**src/rtl/run_sequencer.sv**
```systemverilog
// run_sequencer: queues operands, runs each through the core under reset control,
// and returns the first nonzero core output with its RUN cycle count.
module run_sequencer #(
  parameter int WIDTH        = 16,
  parameter int FIFO_DEPTH   = 4,
  parameter int RESET_CYCLES = 2,
  parameter int MAX_CYCLES   = 65535,
  parameter int CNT_W        = 16
) (
  input  logic             CLK,
  input  logic             Reset,
  input  logic             job_valid,
  input  logic [WIDTH-1:0] job_data,
  output logic             job_ready,
  output logic             core_reset,
  output logic [WIDTH-1:0] core_input,
  input  logic [WIDTH-1:0] core_output,
  output logic             res_valid,
  input  logic             res_ready,
  output logic [WIDTH-1:0] res_data,
  output logic [CNT_W-1:0] res_cycles,
  output logic             res_timeout,
  output logic             busy
);
  localparam int AW = $clog2(FIFO_DEPTH);
  localparam int HW = $clog2(RESET_CYCLES + 1);
  typedef enum logic [1:0] {IDLE, LOAD, RUN, DONE} state_t;
  state_t stateQ, stateD;
  logic [WIDTH-1:0] mem [FIFO_DEPTH];
  logic [AW:0] wrPtr, rdPtr;
  logic [HW-1:0] hold;
  logic [CNT_W-1:0] cnt, cntInc;
  logic empty, full, push, pop, holdDone, hit, expire;
  assign empty = wrPtr == rdPtr;
  assign full = (wrPtr[AW] != rdPtr[AW]) && (wrPtr[AW-1:0] == rdPtr[AW-1:0]);
  assign job_ready = !full;
  assign push = job_valid && !full;
  always_ff @(posedge CLK or posedge Reset)
    if (Reset) stateQ <= IDLE;
    else stateQ <= stateD;
  always_comb begin
    stateD = stateQ;
    case (stateQ)
      IDLE: stateD = empty ? IDLE : LOAD;
      LOAD: stateD = holdDone ? RUN : LOAD;
      RUN:  stateD = (hit || expire) ? DONE : RUN;
      DONE: stateD = res_ready ? IDLE : DONE;
      default: stateD = IDLE;
    endcase
  end
  always_comb begin
    pop = stateQ == IDLE && !empty;
    holdDone = hold == HW'(RESET_CYCLES - 1);
    cntInc = cnt + 1'b1;
    hit = core_output != '0;
    expire = cntInc == CNT_W'(MAX_CYCLES);
    busy = stateQ != IDLE;
  end
  always_ff @(posedge CLK)
    if (push) mem[wrPtr[AW-1:0]] <= job_data;
  // core_reset tracks the next state so it drops exactly on the LOAD->RUN edge
  always_ff @(posedge CLK or posedge Reset)
    if (Reset) begin
      wrPtr <= '0;
      rdPtr <= '0;
      hold <= '0;
      cnt <= '0;
      core_reset <= 1'b1;
      core_input <= '0;
      res_valid <= 1'b0;
      res_data <= '0;
      res_cycles <= '0;
      res_timeout <= 1'b0;
    end else begin
      core_reset <= stateD != RUN;
      if (push) wrPtr <= wrPtr + 1'b1;
      if (pop) begin
        rdPtr <= rdPtr + 1'b1;
        core_input <= mem[rdPtr[AW-1:0]];
        hold <= '0;
      end
      if (stateQ == LOAD) begin
        hold <= hold + 1'b1;
        cnt <= '0;
      end
      if (stateQ == RUN) begin
        cnt <= cntInc;
        if (hit || expire) begin
          res_valid <= 1'b1;
          res_data <= hit ? core_output : '0;
          res_cycles <= cntInc;
          res_timeout <= !hit;
        end
      end
      if (stateQ == DONE && res_ready) res_valid <= 1'b0;
    end
endmodule

```
**config.mk**
```make
export PLATFORM = sky130hd
export DESIGN_NAME = run_sequencer
export DESIGN_NICKNAME = d
export VERILOG_FILES = /design/src/rtl/run_sequencer.sv
export SDC_FILE = /design/constraint.sdc
export NUM_CORES = 1
export LEC_CHECK = 0
export ABC_AREA = 1
export CORE_UTILIZATION = 54
export CTS_CLUSTER_DIAMETER = 200
export DETAILED_ROUTE_END_ITERATION = 10
export GPL_TIMING_DRIVEN = 0
export PLACE_DENSITY = 0.8
export REMOVE_ABC_BUFFERS = 1
export SETUP_SLACK_MARGIN = 0.2
export SYNTH_ARGS = -nofsm -noshare
export SYNTH_HDL_FRONTEND = slang
export SYNTH_SLANG_ARGS = --single-unit
```
**constraint.sdc**
```tcl
create_clock -name CLK -period 3 [get_ports CLK]
set_input_delay 0.45 -clock CLK [delete_from_list [all_inputs] [get_ports CLK]]
set_output_delay 0.45 -clock CLK [all_outputs]
set_load 0.01 [all_outputs]
```
==> results_dict.tcl, run 1 <==
set metrics [dict create \
    status "completed" \
    post-route-min-period_ns 2.622 \
    start_util_pct 55.39 \
    cap_viol_max_count 0 \
    ant_nets 0 \
    preCtsSetupSlack_ns 0.005228 \
    die_h_um 107.2 \
    clockRootBuffer "clkbuf_8" \
    area_delta_synth_final_pct 26.87 \
    crit_path_end_kind "output port" \
    comb_power_share_pct 34.0 \
    rr_worst_depth 5 \
    grt_max_degree 65 \
    hpwl_um 8382 \
    sw_frac_of_total_pct 32.09 \
    arrival_ns 2.17 \
    ys_ff_latch 141 \
    cts.sinks 141 \
    drive_above_1_share_pct 9.846 \
    cts_buffer_depth 2 \
    ys_types 28 \
    top_usage_layer "met2" \
    drc 0 \
    power_frac_seq_pct 39.5 \
    ios 89 \
    worst_slack_ns 0.3778 \
    clkSlewWorstSetupHoldPaths_ns 0.06 \
    cts_buffers 17 \
    first_pass_iters 5 \
    min_path_type "input pin to async pin" \
    p_leak_nw 2.945 \
    core_region_area_um2 10790 \
    synth_area_um2 5978 \
    timing.fmax_ghz 0.3814 \
    first_iter_violations 263 \
    grt_usage_pct 23.94 \
    placed_area_um2 6992 \
    die_x_um 107.2 \
    crit_fanout 35 \
    met1_usage_pct 27.69 \
    clk_latency_ns 0.53 \
    crit_start "rdPtr[0]" \
    setup_tns_ns 0 \
    cpPeakStageDelay_ns 0.74 \
    path_class "register to output port" \
    gp_congestion 0.8696 \
    p_clk_share_pct 26.5 \
    peakVddDrop_v 0.0006260 \
    placementRows 38 \
    port_buffers 88 \
    cp_cell_sequence "xor2_1 -> a21oi_1 -> nand2_1 -> clkdlybuf4s50_1" \
    syn_area_per_cell_um2 10.93 \
    reg2reg_to "mem[2][8]" \
    relSlewSlack_pct 29.22 \
    grt_use_met3_pct 7.356 \
    finish.utilization_pct 70.28 \
    cp-endpoint "job_ready" \
    finalSetupViolCount 0 \
    htreeDepth 4 \
    hold_buffers 0 \
    p_int_mw 5.241 \
    grt.overflow.total 0 \
    vias_per_cell 5.556 \
    routed_wl_um 12920 \
    die-area_um2 11500 \
    whs_ns 0.1955 \
    p_switching_mw 2.477 \
    synth_cells 547 \
    antenna_found_initial 0 \
    start_kind "register" \
    min_period_over_period_pct 87.41 \
    rrSetupSlack_ns 0.49 \
    layout.nets 686 \
    diodes 0 \
    grt_pass1_vias 4358 \
    skew_ns 0.006846 \
    grtUsageMet2_pct 41.47 \
    grt_pass1_wl_um 20620 \
    layout_common_cells "nand2_1, clkdlybuf4s50_1, dfrtp_1" \
    cpMaxStageDelayCell "dfrtp_2" \
    slew_violations 0 \
    yosys_warnings 0 \
    power_density_nw_per_um2 1018 \
    max_slew.worst_pin.slew_ns 1.059 \
    required_ns 2.55 \
    cts_tree "built" \
    grt_setup_unrepaired "false" \
    finalHoldViolations 0 \
    reg2reg_from "rdPtr[0]" \
    vias 4389 \
    ys_seq_area_share_pct 64.40 \
    wl_per_cell_um 16.36 \
    design_area_um2 7585 \
    final_common_cell "nand2_1" \
]
-- cell usage after synthesis, drive strengths merged --
cell type / count / area share [%]
inv: 43 / 2.7
nand2: 109 / 7.0
nand4: 8 / 0.84
clkbuf: 14 / 0.88
o21ai: 41 / 3.4
xor2: 4 / 0.59
nand3: 34 / 3.1
dfrtp: 76 / 32
nor4: 4 / 0.42
ha: 12 / 2.5
dfstp: 1 / 0.44
nor2: 59 / 4.1
nor3: 1 / 0.084
mux2: 16 / 3.0
xnor2: 2 / 0.29
buf: 6 / 0.94
o21a: 16 / 2.0
a21oi: 6 / 0.50
edfxtp: 64 / 32
o22ai: 31 / 3.2
-- what timing repair did --
item	in CTS	in global routing
endpoints found under the hold margin	0	0
setup buffers	1	0
setup endpoints to repair	49	1
gates resized for setup	3	1
-- power by group through the flow --
stage          combinational (mW)  clock [mW]  sequential [mW]
2_1_floorplan                1.26           0             3.15
3_3_place_gp                 2.48           0             3.04
3_5_place_dp                 2.64           0             3.07
4_1_cts                      2.66        2.07             3.05
5_1_grt                      2.89        2.15             3.11
6_report                     2.63        2.04             3.05
-- sequential cells by signal, indices dropped and copies added, names as in the netlist, 2 cells and up --
name and count:
cnt 16, core_input 16, hold 2, mem 64, rdPtr 3, res_cycles 16, res_data 16, stateQ 2
wrPtr 3
-- through the flow --
stage | power (mW) | instances
final | 7.718 | 790
after global routing | 8.144 | 790
after CTS | 7.777 | 790
after detailed placement | 5.710 | 758
after global placement | 5.520 | 755
after floorplan | 4.411 | 527
-- cells by family after synthesis --
family | share of synthesized area, %
compound gates | 9.188
mux | 3.014
buf+inv | 4.521
fa+ha+maj | 2.511
flops | 64.40
xor+xnor | 0.8790
simple gates | 15.49
-- area by class of cell --
type	count	area, um^2
Clock inverter	11	145.1
Clock buffer	20	425.4
Multi-Input combinational cell	343	1877
Timing Repair Buffer	92	942.2
Tap cell	140	175.2
Fill cell	764	3208
Inverter	43	167.7
Sequential cell	141	3852
-- per-layer routing --
layer,wire (um),share of wire (%),vias up
met5,0,0,-
met4,230,1.8,0
met3,700,5.4,26
met2,6650,51,139
met1,5342,41,2149
li1,-,-,2075
-- how the worst min path moves through the flow --
stage / startpoint / endpoint / slack (ns) / depth (start not counted)
2_1_floorplan: hold[0] / hold[0] / 0.45 / 1
3_3_place_gp: res_cycles[14] / res_cycles[14] / 0.47 / 1
3_5_place_dp: res_cycles[14] / res_cycles[14] / 0.48 / 1
4_1_cts: Reset / core_input[6] / 0.18 / 2
5_1_grt: Reset / core_input[6] / 0.20 / 2
6_report: Reset / core_input[6] / 0.20 / 2
-- critical path, delay by kind of cell, from the launching register on --
family / cells / cell delay [ns]
buffers and inverters: 1 / 0.49
flip-flops: 1 / 0.74
XOR/XNOR: 1 / 0.13
AND/OR/NAND/NOR: 1 / 0.11
AO/OA/AOI/OAI: 1 / 0.17
Power figures use the tool's default switching activity.
==> run 2: changes to the inputs <==
--- a/config.mk
+++ b/config.mk
@@ -10,9 +10,10 @@
 export CTS_CLUSTER_DIAMETER = 200
 export DETAILED_ROUTE_END_ITERATION = 10
 export GPL_TIMING_DRIVEN = 0
-export PLACE_DENSITY = 0.8
+export PLACE_DENSITY = 0.83
 export REMOVE_ABC_BUFFERS = 1
 export SETUP_SLACK_MARGIN = 0.2
 export SYNTH_ARGS = -nofsm -noshare
 export SYNTH_HDL_FRONTEND = slang
 export SYNTH_SLANG_ARGS = --single-unit
+export TNS_END_PERCENT = 50
==> results_dict.tcl, run 2 (synthesis results as in run 1) <==
set metrics [dict create \
    core_region_area_um2 10790 \
    diodes 0 \
    fillerInstances 781 \
    crit_path_end_kind "output port" \
    preCtsSetupSlack_ns -0.06604 \
    vias 4307 \
    final_common_cell "nand2_1" \
    clk_latency_ns 0.54 \
    layout_common_cells "nand2_1, clkdlybuf4s50_1, dfrtp_1" \
    reg2reg_from "cnt[1]" \
    drc 0 \
    die_x_um 107.2 \
    arrival_ns 2.18 \
    post-route-min-period_ns 2.635 \
    finalHoldViolations 0 \
    hold_buffers 0 \
    ant_nets 0 \
    max_slew.worst_pin.slew_ns 1.086 \
    antenna_found_initial 0 \
    cp_top_family "flip-flops" \
    first_pass_iters 4 \
    grt_setup_unrepaired "false" \
    vias_per_cell 5.452 \
    p_leak_nw 2.934 \
    layout.nets 685 \
    ios 89 \
    cp_cell_sequence "xor2_1 -> a21oi_1 -> nand2_1 -> clkdlybuf4s50_1" \
    start_util_pct 55.39 \
    finish.utilization_pct 70.10 \
    min_path_type "input pin to async pin" \
    start_kind "register" \
    largest_reg_flops 64 \
    relSlewSlack_pct 27.39 \
    power_density_nw_per_um2 1014 \
    whs_ns 0.2145 \
    timing.fmax_ghz 0.3796 \
    grt.overflow.total 0 \
    rr_worst_depth 11 \
    area_delta_synth_final_pct 26.56 \
    worst_slack_ns 0.3654 \
    clkSlewWorstSetupHoldPaths_ns 0.06 \
    reg2reg_to "res_cycles[11]" \
    grt_pass1_wl_um 21090 \
    setup_tns_ns 0 \
    first_iter_violations 278 \
    rrSetupSlack_ns 0.47 \
    fin_cells 790 \
    cts_buffer_depth 2 \
    placed_area_um2 6980 \
    die-area_um2 11500 \
    hpwl_um 8255 \
    cpMaxStageDelayCell "dfrtp_2" \
    cts_tree "built" \
    grt_pass1_vias 4323 \
    power_mw 7.669 \
    status "completed" \
    required_ns 2.55 \
    path_buf_inv 1 \
    cpPeakStageDelay_ns 0.74 \
    routed_wl_um 12870 \
    htreeDepth 4 \
    crit_fanout 35 \
    slew_violations 0 \
    drive_above_1_share_pct 10.15 \
    wl_per_cell_um 16.29 \
    placementRows 38 \
    design_area_um2 7566 \
    dp.cells 757 \
    skew_ns 0.008961 \
    path_class "register to output port" \
    cts.sinks 141 \
    gp_congestion 0.8560 \
    min_period_over_period_pct 87.82 \
    grt_usage_pct 24.69 \
    peakVddDrop_v 0.0005849 \
    port_buffers 88 \
    grt_max_degree 59 \
    clockRootBuffer "clkbuf_8" \
    ff_latch_area_um2 3852 \
    die_h_um 107.2 \
    cap_viol_max_count 0 \
    multi_input_area_um2 1877 \
    cts_buffers 17 \
    finalSetupViolCount 0 \
]
-- run 2: cell count changes in the layout (fill, tap and decap cells not counted) --
cell	change
bufinv_16	-1
buf_6	-1
clkinv_4	+1
inv_6	+1
clkinvlp_4	+1
clkinv_1	-1
clkinv_2	+1
clkbuf_1	-1
-- run 2: worst max-delay path by stage --
| stage | startpoint | to | slack, ns | cells after the start |
|---|---|---|---|---|
| 2_1_floorplan | rdPtr[0] | mem[3][0] | 0.53 | 5 |
| 3_3_place_gp | Reset | core_input[0] | -0.70 | 2 |
| 3_5_place_dp | rdPtr[1] | mem[2][9] | -0.07 | 6 |
| 4_1_cts | rdPtr[0] | job_ready | 0.31 | 4 |
| 5_1_grt | rdPtr[0] | job_ready | 0.20 | 4 |
| 6_report | rdPtr[0] | job_ready | 0.37 | 4 |
-- run 2: final cells by class --
| cell class | instances | area share [%] |
|---|---|---|
| Sequential cell | 141 | 50.92 |
| Multi-Input combinational cell | 343 | 24.81 |
| Timing Repair Buffer | 91 | 12.30 |
| Clock buffer | 19 | 5.573 |
| Tap cell | 140 | 2.315 |
| Inverter | 43 | 2.216 |
| Clock inverter | 13 | 1.869 |
-- run 2: what timing repair did --
item / 4_1_cts / 5_1_grt
gates resized for setup: 3 / 1
endpoints found under the setup margin: 66 / 16
buffers inserted: 1 / 0
-- run 2: metal layers --
metal | GRT usage (%) | wire [um] | vias to the layer above
li1 | - | - | 2072
met1 | 29.23 | 5317 | 2068
met2 | 42.53 | 6596 | 144
met3 | 6.140 | 729 | 23
met4 | 10.96 | 230 | 0
met5 | 0 | 0 | -
-- run 2: worst reg2reg max path, cell delays in order, from the launching register on --
cell and delay (ns):
dfrtp_1 0.46, ha_1 0.29, nand3_1 0.16, nand2_1 0.08, o21ai_0 0.16, nor2_1 0.19
nand2_1 0.08, nor2_1 0.22, nand3_4 0.28, nand2_8 0.28, nand2_1 0.12, o21a_1 0.12
-- run 2: power breakdown --
group          switching (mW)  internal [mW]
Sequential              0.382           2.67
Combinational            1.31           1.31
Clock                   0.816           1.19
Total                    2.51           5.16
